[config.mk]
export PLATFORM = sky130hd
export DESIGN_NAME = fetch_unit_flat
export DESIGN_NICKNAME = d
export VERILOG_FILES = /design/src/rtl/fetch_if.sv /design/src/rtl/fetch_unit.sv /design/src/flat_wrapper.sv
export SDC_FILE = /design/constraint.sdc
export NUM_CORES = 1
export LEC_CHECK = 0
export CAP_MARGIN = 10
export CORE_UTILIZATION = 30
export CTS_BUF_LIST = sky130_fd_sc_hd__clkbuf_8
export DETAILED_ROUTE_END_ITERATION = 6
export GPL_TIMING_DRIVEN = 0
export MAX_ROUTING_LAYER = met4
export PLACE_DENSITY = 0.61
export RECOVER_POWER = 25
export SKIP_LAST_GASP = 1
export SLEW_MARGIN = 25
export SYNTH_ARGS = -nofsm -noshare
export SYNTH_HDL_FRONTEND = slang
export SYNTH_SLANG_ARGS = --single-unit
[constraint.sdc]
create_clock -name clk -period 2.7 [get_ports clk]
set_clock_uncertainty 0.15 [all_clocks]
set_input_delay 0.405 -clock clk [delete_from_list [all_inputs] [get_ports clk]]
set_output_delay 0.405 -clock clk [all_outputs]
set_load 0.01 [all_outputs]
[src/rtl/fetch_if.sv]
// Fetch-stage bus: instruction memory read port, redirect/halt controls and the IF/ID register toward decode.
interface fetch_if;
  localparam int unsigned XLEN = 64;
  localparam int unsigned ILEN = 32;
  localparam int unsigned CW   = 32;

  logic [XLEN-1:0] imem_addr;
  logic [ILEN-1:0] imem_data;
  logic            redirect_valid;
  logic [XLEN-1:0] redirect_pc;
  logic            halt;
  logic            id_ready;
  logic            id_valid;
  logic [ILEN-1:0] id_instr;
  logic [XLEN-1:0] id_pc;
  logic            misalign_err;
  logic [CW-1:0]   fetch_count;

  modport master (
    output imem_addr, id_valid, id_instr, id_pc, misalign_err, fetch_count,
    input  imem_data, redirect_valid, redirect_pc, halt, id_ready
  );

  modport slave (
    input  imem_addr, id_valid, id_instr, id_pc, misalign_err, fetch_count,
    output imem_data, redirect_valid, redirect_pc, halt, id_ready
  );
endinterface

[src/rtl/fetch_unit.sv]
// Instruction fetch stage: PC register, single-entry IF/ID register with ready/valid
// backpressure, redirect flush, halt and a saturating count of delivered instructions.
module fetch_unit #(
  parameter logic [63:0] RESET_PC   = 64'h0,
  parameter int          IMEM_DELAY = 10
) (
  input  logic     clk,
  input  logic     rst_n,
  fetch_if.master  bus
);
  localparam int unsigned XLEN = 64;
  localparam int unsigned ILEN = 32;
  localparam int unsigned CW   = 32;

  if (RESET_PC[1:0] != 2'b00) begin : g_bad_reset_pc
    $error("fetch_unit: RESET_PC must be word aligned");
  end
  if (IMEM_DELAY < 1) begin : g_bad_imem_delay
    $error("fetch_unit: IMEM_DELAY must be positive");
  end

  logic [XLEN-1:0] pc_q, pc_d;
  logic            valid_q, valid_d;
  logic [ILEN-1:0] instr_q, instr_d;
  logic [XLEN-1:0] id_pc_q, id_pc_d;
  logic            mis_q, mis_d;
  logic [CW-1:0]   cnt_q, cnt_d;

  logic transfer;
  logic slot_free;

  always_ff @(posedge clk or negedge rst_n) begin
    if (!rst_n) begin
      pc_q    <= RESET_PC;
      valid_q <= 1'b0;
      instr_q <= '0;
      id_pc_q <= '0;
      mis_q   <= 1'b0;
      cnt_q   <= '0;
    end else begin
      pc_q    <= pc_d;
      valid_q <= valid_d;
      instr_q <= instr_d;
      id_pc_q <= id_pc_d;
      mis_q   <= mis_d;
      cnt_q   <= cnt_d;
    end
  end

  // Priority: redirect, then hold on backpressure, then halt, then sequential fetch.
  always_comb begin
    pc_d      = pc_q;
    valid_d   = valid_q;
    instr_d   = instr_q;
    id_pc_d   = id_pc_q;
    mis_d     = 1'b0;
    cnt_d     = cnt_q;
    transfer  = valid_q && bus.id_ready;
    slot_free = !valid_q || bus.id_ready;

    // A transfer coinciding with a redirect is still a delivered instruction.
    if (transfer && (cnt_q != {CW{1'b1}})) begin
      cnt_d = cnt_q + CW'(1);
    end

    if (bus.redirect_valid) begin
      pc_d    = {bus.redirect_pc[XLEN-1:2], 2'b00};
      valid_d = 1'b0;
      mis_d   = |bus.redirect_pc[1:0];
    end else if (!slot_free) begin
      valid_d = valid_q;
    end else if (bus.halt) begin
      valid_d = 1'b0;
    end else begin
      instr_d = bus.imem_data;
      id_pc_d = pc_q;
      valid_d = 1'b1;
      pc_d    = pc_q + XLEN'(4);
    end
  end

  assign bus.imem_addr    = pc_q;
  assign bus.id_valid     = valid_q;
  assign bus.id_instr     = instr_q;
  assign bus.id_pc        = id_pc_q;
  assign bus.misalign_err = mis_q;
  assign bus.fetch_count  = cnt_q;
endmodule
[src/flat_wrapper.sv]
// flat-port wrapper written by rule: the top's interface ports become plain ports
module fetch_unit_flat 
#(
  parameter logic [63:0] RESET_PC   = 64'h0,
  parameter int          IMEM_DELAY = 10
)
  (clk, rst_n, bus_imem_addr, bus_id_valid, bus_id_instr, bus_id_pc, bus_misalign_err, bus_fetch_count, bus_imem_data, bus_redirect_valid, bus_redirect_pc, bus_halt, bus_id_ready);
  fetch_if bus_i ();
  input  logic clk;
  input  logic rst_n;
  output wire logic [$bits(bus_i.imem_addr)-1:0] bus_imem_addr;
  output wire logic [$bits(bus_i.id_valid)-1:0] bus_id_valid;
  output wire logic [$bits(bus_i.id_instr)-1:0] bus_id_instr;
  output wire logic [$bits(bus_i.id_pc)-1:0] bus_id_pc;
  output wire logic [$bits(bus_i.misalign_err)-1:0] bus_misalign_err;
  output wire logic [$bits(bus_i.fetch_count)-1:0] bus_fetch_count;
  input wire logic [$bits(bus_i.imem_data)-1:0] bus_imem_data;
  input wire logic [$bits(bus_i.redirect_valid)-1:0] bus_redirect_valid;
  input wire logic [$bits(bus_i.redirect_pc)-1:0] bus_redirect_pc;
  input wire logic [$bits(bus_i.halt)-1:0] bus_halt;
  input wire logic [$bits(bus_i.id_ready)-1:0] bus_id_ready;
  assign bus_imem_addr = bus_i.imem_addr;
  assign bus_id_valid = bus_i.id_valid;
  assign bus_id_instr = bus_i.id_instr;
  assign bus_id_pc = bus_i.id_pc;
  assign bus_misalign_err = bus_i.misalign_err;
  assign bus_fetch_count = bus_i.fetch_count;
  assign bus_i.imem_data = bus_imem_data;
  assign bus_i.redirect_valid = bus_redirect_valid;
  assign bus_i.redirect_pc = bus_redirect_pc;
  assign bus_i.halt = bus_halt;
  assign bus_i.id_ready = bus_id_ready;
  fetch_unit #(.RESET_PC(RESET_PC), .IMEM_DELAY(IMEM_DELAY)) u_core (.clk(clk), .rst_n(rst_n), .bus(bus_i));
endmodule
==> results.sh, run 1 <==
export IMPL_outcome="complete, no violations"
export IMPL_worstMarginPinSlew_ns=1.33
export IMPL_clk_pin_slew_worst_paths_ns=0.12
export IMPL_wirelength_um=29400
export IMPL_switching_share=0.312
export IMPL_grt_overflow_total=0
export IMPL_port_buffers=290
export IMPL_syn_area_mm2=0.00890
export IMPL_synth_top_family_by_area="simple AND/OR/NAND/NOR gates"
export IMPL_fmax_mhz=377
export IMPL_wl_per_cell_um=19.3
export IMPL_clockBufferDepth=2
export IMPL_totalPowerFinal_mw=7.47
export IMPL_finalNonFillerCells=1520
export IMPL_die_area_mm2=0.0304
export IMPL_worst_slack_ns=0.0493
export IMPL_cts_inserted_buffers=17
export IMPL_finalSetupTns_ns=0
export IMPL_cts_tree="done"
export IMPL_grt_start_max_net_pins=82
export IMPL_ys_types=51
export IMPL_drc=0
export IMPL_cp_required_ns=2.96
export IMPL_rsz0062_at_grt="true"
export IMPL_async_flop_share=1.00
export IMPL_synth_xor_area_frac=0.0650
export IMPL_clock_sinks=190
export IMPL_p_sw_mw=2.33
export IMPL_nets=1225
export IMPL_sequentialPowerShare=0.486
export IMPL_synthCells=804
export IMPL_setup_viol=0
export IMPL_critPathArrivalTime_ns=2.91
export IMPL_die_h_um=174
export IMPL_place_inst=1483
export IMPL_synth_edf_count=0
export IMPL_drive_gt1_frac=0.167
export IMPL_synth_area_mux_share=0.125
export IMPL_dp_slack_ns=-1.17
export IMPL_num_io_pins=295
export IMPL_ys_ff_latch=190
export IMPL_synth_flop_cell="dfrtp_1"
export IMPL_cp_end_kind="flip-flop"
export IMPL_finalCritPeriodShare=0.982
export IMPL_dr_total_vias=7787
export IMPL_nFillCells=2767
export IMPL_grt_usage=0.204
export IMPL_powerDensity_mw_per_mm2=581
export IMPL_avgSynthCellArea_um2=11.1
export IMPL_finalMaxSlewViolations=0
export IMPL_hold_viol=0
export IMPL_core_mm2=0.0289
export IMPL_ys_seq_area_frac=0.534
export IMPL_dp_hpwl_um=21700
export IMPL_slew_limit_headroom=0.114
export IMPL_critPathMaxFanout=9
export IMPL_clkPwrFrac=0.255
export IMPL_worst_skew_pair_late_latency_ns=0.48
export IMPL_critPathLaunchType="input port"
export IMPL_crit_type="in -> reg"
export IMPL_holdWs_ns=0.313
export IMPL_yosys_area_share_adder=0.00281
export IMPL_comb_power_share=0.259
export IMPL_h_tree_depth=4
export IMPL_routabilityCongestion=0.902
export IMPL_firstDrtPassIters=5
export IMPL_drtIter0Drc=609
export IMPL_grt_pass1_wl_um=46100
export IMPL_ir_drop_v=0.000274
export IMPL_synth_compound_area_frac=0.0562
export IMPL_yosys_warnings=0
export IMPL_avgViaCountPerCell=5.12
export IMPL_num_rows=62
export IMPL_syn_to_final_growth_pct=44.5
export IMPL_die_width_um=174
export IMPL_grt_antenna_before_repair=1
export IMPL_yosys_area_share_simple=0.193
export IMPL_initial_core_util=0.308
export IMPL_internal_power_mw=5.14
export IMPL_p_leak_nw=4.99
export IMPL_fin_crit_ns=2.65
export IMPL_drv_cap=0
export IMPL_hp_class="in -> reg"
export IMPL_cts_root_buffer="clkbuf_8"
export IMPL_grt_pass1_vias=8114
export IMPL_drt_antenna_violating_nets=0
[synthesized netlist by cell type (4+ instances only)]
cell / number / share of area
clkbuf_1: 29 / 0.012
nor2_1: 32 / 0.013
nor2b_1: 9 / 0.0063
nand4b_1: 5 / 0.0049
or3_1: 13 / 0.0091
nor4_1: 19 / 0.013
o21ai_0: 48 / 0.027
and4_1: 14 / 0.014
inv_1: 7 / 0.0030
or4_1: 12 / 0.010
a22oi_1: 4 / 0.0034
nand4_1: 32 / 0.022
buf_4: 4 / 0.0034
mux2_2: 96 / 0.12
xor2_1: 31 / 0.031
dfrtp_1: 190 / 0.53
xnor2_1: 35 / 0.034
nor3_1: 25 / 0.014
and3_1: 10 / 0.0070
nand3_1: 45 / 0.025
nand2_1: 78 / 0.033
buf_2: 5 / 0.0028
a31oi_1: 18 / 0.013
o31ai_1: 4 / 0.0034
[placed cells by master, fill, tap and decap left out, types with 12 or more instances in the layout]
cell type          n
o21ai_0           48
xor2_1            31
nand3_1           44
nor4_1            16
clkbuf_8          19
nand2_1           78
clkdlybuf4s50_1  289
dfrtp_1          176
nor2_1            32
or3_1             12
nor3_1            24
nand4_1           32
xnor2_1           35
mux2_2            96
clkbuf_1          21
and4_1            14
a31oi_1           18
dfrtp_2           14
[cell type report]
class / instances / area, um2 / share of cell area
sequential: 190 / 4770 / 0.371
multi-input combinational: 569 / 4020 / 0.313
timing repair buffer: 296 / 2980 / 0.232
tap: 384 / 480 / 0.0374
clock buffer: 19 / 262 / 0.0203
buffer: 40 / 191 / 0.0149
clock inverter: 13 / 123 / 0.00953
inverter: 8 / 30.0 / 0.00234
antenna: 1 / 2.50 / 0.000195
[critical path, cell delays in order]
cell and delay [ns]:
clkdlybuf4s50_1 0.65, nor2b_1 0.07, buf_2 0.21, or3_4 0.43, or4b_4 0.54, or4_1 0.42, a31oi_1 0.17
[logic make-up (layout without fill, tap and decap cells)]
| group | Yosys count | after routing |
|---|---|---|
| buffers and inverters | 48 | 376 |
| adder cells (fa/ha/maj) | 2 | 2 |
| multiplexers | 99 | 99 |
| AO/OA/AOI/OAI | 85 | 85 |
| XOR/XNOR | 66 | 66 |
| flip-flops | 190 | 190 |
| AND/OR/NAND/NOR | 313 | 313 |
| other | 1 | 5 |
[timing repair]
action,in CTS,in global routing
endpoints found under the hold margin,51,0
endpoints found under the setup margin,87,78
pin swaps,1,2
buffers inserted,2,1
hold buffers,1,0
gates resized for setup,20,17
[flip-flops by register name, indices dropped and copies added, names as in the netlist]
register                 flops
u_core.bus.fetch_count      32
u_core.bus.id_instr         32
u_core.bus.id_pc            62
u_core.bus.id_valid          1
u_core.bus.imem_addr        62
u_core.bus.misalign_err      1
[metrics by stage]
| stage | util | area, um2 |
|---|---|---|
| 5_1_grt | 0.444 | 12900 |
| 4_1_cts | 0.443 | 12800 |
| 2_1_floorplan | - | 8910 |
| 3_3_place_gp | 0.425 | 12300 |
| 6_report | 0.444 | 12900 |
| 3_5_place_dp | 0.427 | 12400 |
[final timing paths]
check	from	end	slack (ns)	cells past startpoint
setup / recovery	bus_id_ready	u_core.bus.imem_addr[41]	0.05	7
hold / removal	bus_redirect_pc[14]	u_core.bus.imem_addr[14]	0.31	3
setup reg to reg	u_core.bus.imem_addr[12]	u_core.bus.imem_addr[41]	0.07	5
hold reg to reg	u_core.bus.fetch_count[31]	u_core.bus.fetch_count[31]	0.36	1
max in group asynchronous	rst_n	u_core.bus.id_pc[63]	0.43	4
min in group asynchronous	rst_n	u_core.bus.fetch_count[16]	0.61	2
[power by group through the flow]
stage	clock network (mW)	registers, mW	logic (mW)
after floorplan	0	3.77	0.559
after detailed placement	0	3.68	1.94
after global routing	2.07	3.70	2.08
after CTS	1.96	3.63	1.96
final	1.91	3.63	1.93
after global placement	0	3.66	1.92
[layer usage]
metal | wire, um | track usage | part of all wire
met5 | 0 | - | 0
met4 | 487 | 0.0570 | 0.017
met3 | 1910 | 0.0422 | 0.065
met2 | 13900 | 0.324 | 0.47
met1 | 13100 | 0.261 | 0.45
Power figures use the tool's default switching activity.
==> run 2: changes to the inputs <==
--- a/config.mk
+++ b/config.mk
@@ -11,7 +11,6 @@
 export DETAILED_ROUTE_END_ITERATION = 6
 export GPL_TIMING_DRIVEN = 0
 export MAX_ROUTING_LAYER = met4
-export PLACE_DENSITY = 0.61
 export RECOVER_POWER = 25
 export SKIP_LAST_GASP = 1
 export SLEW_MARGIN = 25
==> results.sh, run 2 (synthesized netlist as in run 1, its figures left out) <==
export IMPL_die_area_mm2=0.0304
export IMPL_grt_pass1_wl_um=45400
export IMPL_wirelength_um=29400
export IMPL_layout_commonest_cell="clkdlybuf4s50_1"
export IMPL_initial_core_util=0.308
export IMPL_r2r_start="u_core.bus.id_valid"
export IMPL_critPathArrivalTime_ns=2.90
export IMPL_core_mm2=0.0289
export IMPL_r2r_end="u_core.bus.imem_addr[37]"
export IMPL_grt_overflow_total=0
export IMPL_grt_usage=0.201
export IMPL_clockBufferDepth=2
export IMPL_powerDensity_mw_per_mm2=587
export IMPL_cts_inserted_buffers=17
export IMPL_fmax_mhz=379
export IMPL_totalPowerFinal_mw=7.57
export IMPL_finalCritPeriodShare=0.977
export IMPL_worst_slack_ns=0.0610
export IMPL_path_cells="clkdlybuf4s50_1 > nor2b_1 > clkbuf_4 > or3_4 > or4b_4 > or4_1 > a31oi_1"
export IMPL_cts_tree="done"
export IMPL_port_buffers=290
export IMPL_grt_start_max_net_pins=80
export IMPL_place_area_mm2=0.0124
export IMPL_rsz0062_at_grt="true"
export IMPL_grt_pass1_vias=7813
export IMPL_wl_per_cell_um=19.3
export IMPL_avgViaCountPerCell=5.05
export IMPL_clk_pin_slew_worst_paths_ns=0.12
export IMPL_firstDrtPassIters=5
export IMPL_fin_crit_ns=2.64
export IMPL_nets=1226
export IMPL_final_area_mm2=0.0129
export IMPL_sequentialPowerShare=0.478
export IMPL_hp_class="in -> async"
export IMPL_dp_slack_ns=-1.15
export IMPL_cp_end_kind="flip-flop"
export IMPL_cp_required_ns=2.97
export IMPL_timing_reg2reg_setup_slack_ns=0.07
export IMPL_die_h_um=174
export IMPL_num_rows=62
export IMPL_worst_skew_pair_late_latency_ns=0.49
export IMPL_drv_cap=0
export IMPL_path_delay_family="simple AND/OR/NAND/NOR gates"
export IMPL_cts_root_buffer="clkbuf_8"
export IMPL_h_tree_depth=4
export IMPL_clkPwrFrac=0.266
export IMPL_num_io_pins=295
export IMPL_drive_gt1_frac=0.165
export IMPL_grt_antenna_before_repair=2
export IMPL_dp_hpwl_um=21800
export IMPL_critPathMaxFanout=9
export IMPL_crit_type="in -> reg"
export IMPL_die_width_um=174
export IMPL_drt_antenna_violating_nets=0
export IMPL_ir_drop_v=0.000277
export IMPL_drtIter0Drc=430
export IMPL_worstMarginPinSlew_ns=1.13
export IMPL_syn_to_final_growth_pct=44.9
export IMPL_finalMaxSlewViolations=0
export IMPL_clock_sinks=190
export IMPL_switching_share=0.314
export IMPL_setup_viol=0
export IMPL_drc=0
export IMPL_dr_total_vias=7685
export IMPL_outcome="complete, no violations"
export IMPL_critPathLaunchType="input port"
export IMPL_comb_power_share=0.257
export IMPL_p_sw_mw=2.38
export IMPL_mostFrequentLayoutCells="clkdlybuf4s50_1 (289), dfrtp_1 (180), mux2_2 (96)"
export IMPL_reg2reg_depth=6
export IMPL_routabilityCongestion=0.816
export IMPL_p_leak_nw=5.02
export IMPL_slew_limit_headroom=0.246
export IMPL_cpPeakStageDelay_ns=0.63
export IMPL_hold_viol=0
export IMPL_path_buf_inv=2
export IMPL_internal_power_mw=5.20
export IMPL_crit_slowest_cell="clkdlybuf4s50_1"
run 2: changes by cell type in the layout (fill, tap and decap cells not counted), moves of 2 or more:
cell / change
buf_2: -3
clkinvlp_4: -3
clkbuf_4: +4
clkinv_4: +2
inv_8: +5
dfrtp_2: -4
inv_6: -3
dfrtp_1: +4
clkbuf_8: -2
run 2: worst register-to-register path: stages, from the launching register on:
cell and delay (ns):
dfrtp_2 0.48, nor2b_1 0.15, clkbuf_4 0.22, or3_4 0.44, or4b_4 0.54, or4_1 0.42, a31oi_1 0.17
run 2: worst max-delay path by stage:
stage	start	end	slack (ns)	depth (start not counted)
5_1_grt	u_core.bus.imem_addr[9]	u_core.bus.imem_addr[56]	-0.01	7
2_1_floorplan	u_core.bus.imem_addr[2]	u_core.bus.imem_addr[50]	0.22	7
3_3_place_gp	rst_n	u_core.bus.id_instr[11]	-7.48	1
6_report	bus_id_ready	u_core.bus.imem_addr[37]	0.06	7
4_1_cts	u_core.bus.imem_addr[2]	u_core.bus.imem_addr[56]	0.007	7
3_5_place_dp	bus_id_ready	u_core.bus.id_pc[43]	-1.15	7
run 2: what timing repair did:
item                       in CTS  in global routing
pin swaps                       1                  2
hold buffers                    1                  0
setup endpoints to repair      88                 84
hold endpoints to repair       49                  0
buffers inserted                2                  2
gates resized for setup        17                 20
run 2: area by class of cell:
class | instances | area, um2
Sequential cell | 190 | 4770
Antenna cell | 2 | 5.00
Fill cell | 2767 | 16000
Inverter | 8 | 30.0
Multi-Input combinational cell | 569 | 4030
Buffer | 40 | 199
Timing Repair Buffer | 297 | 2980
Clock buffer | 17 | 234
Tap cell | 384 | 480
Clock inverter | 15 | 166
run 2: power by group through the flow:
stage	clock [mW]	sequential [mW]	combinational (mW)
floorplan	0	3.77	0.559
global placement	0	3.66	1.93
detailed placement	0	3.67	1.95
CTS	2.09	3.62	1.96
global route	2.18	3.69	2.08
finish	2.01	3.62	1.94
run 2: metal layers:
metal  up-vias  track usage  wire length, um
met5         -            -                0
met4         0       0.0607              510
met3        31       0.0440             1830
met2       297        0.309            13700
met1      3782        0.262            13300
li1       3575            -                -
run 2: through the flow:
| stage | instances | utilization | hold WS [ns] | setup TNS, ns |
|---|---|---|---|---|
| finish | 1522 | 0.446 | 0.202 | 0 |
| global route | 1522 | 0.446 | 0.212 | -0.0110 |
| CTS | 1518 | 0.443 | 0.195 | 0 |
| detailed placement | 1483 | 0.427 | 0.151 | -79.15 |
| global placement | 1481 | 0.425 | 0.337 | -1499.09 |
| floorplan | 807 | - | -0.0406 | 0 |
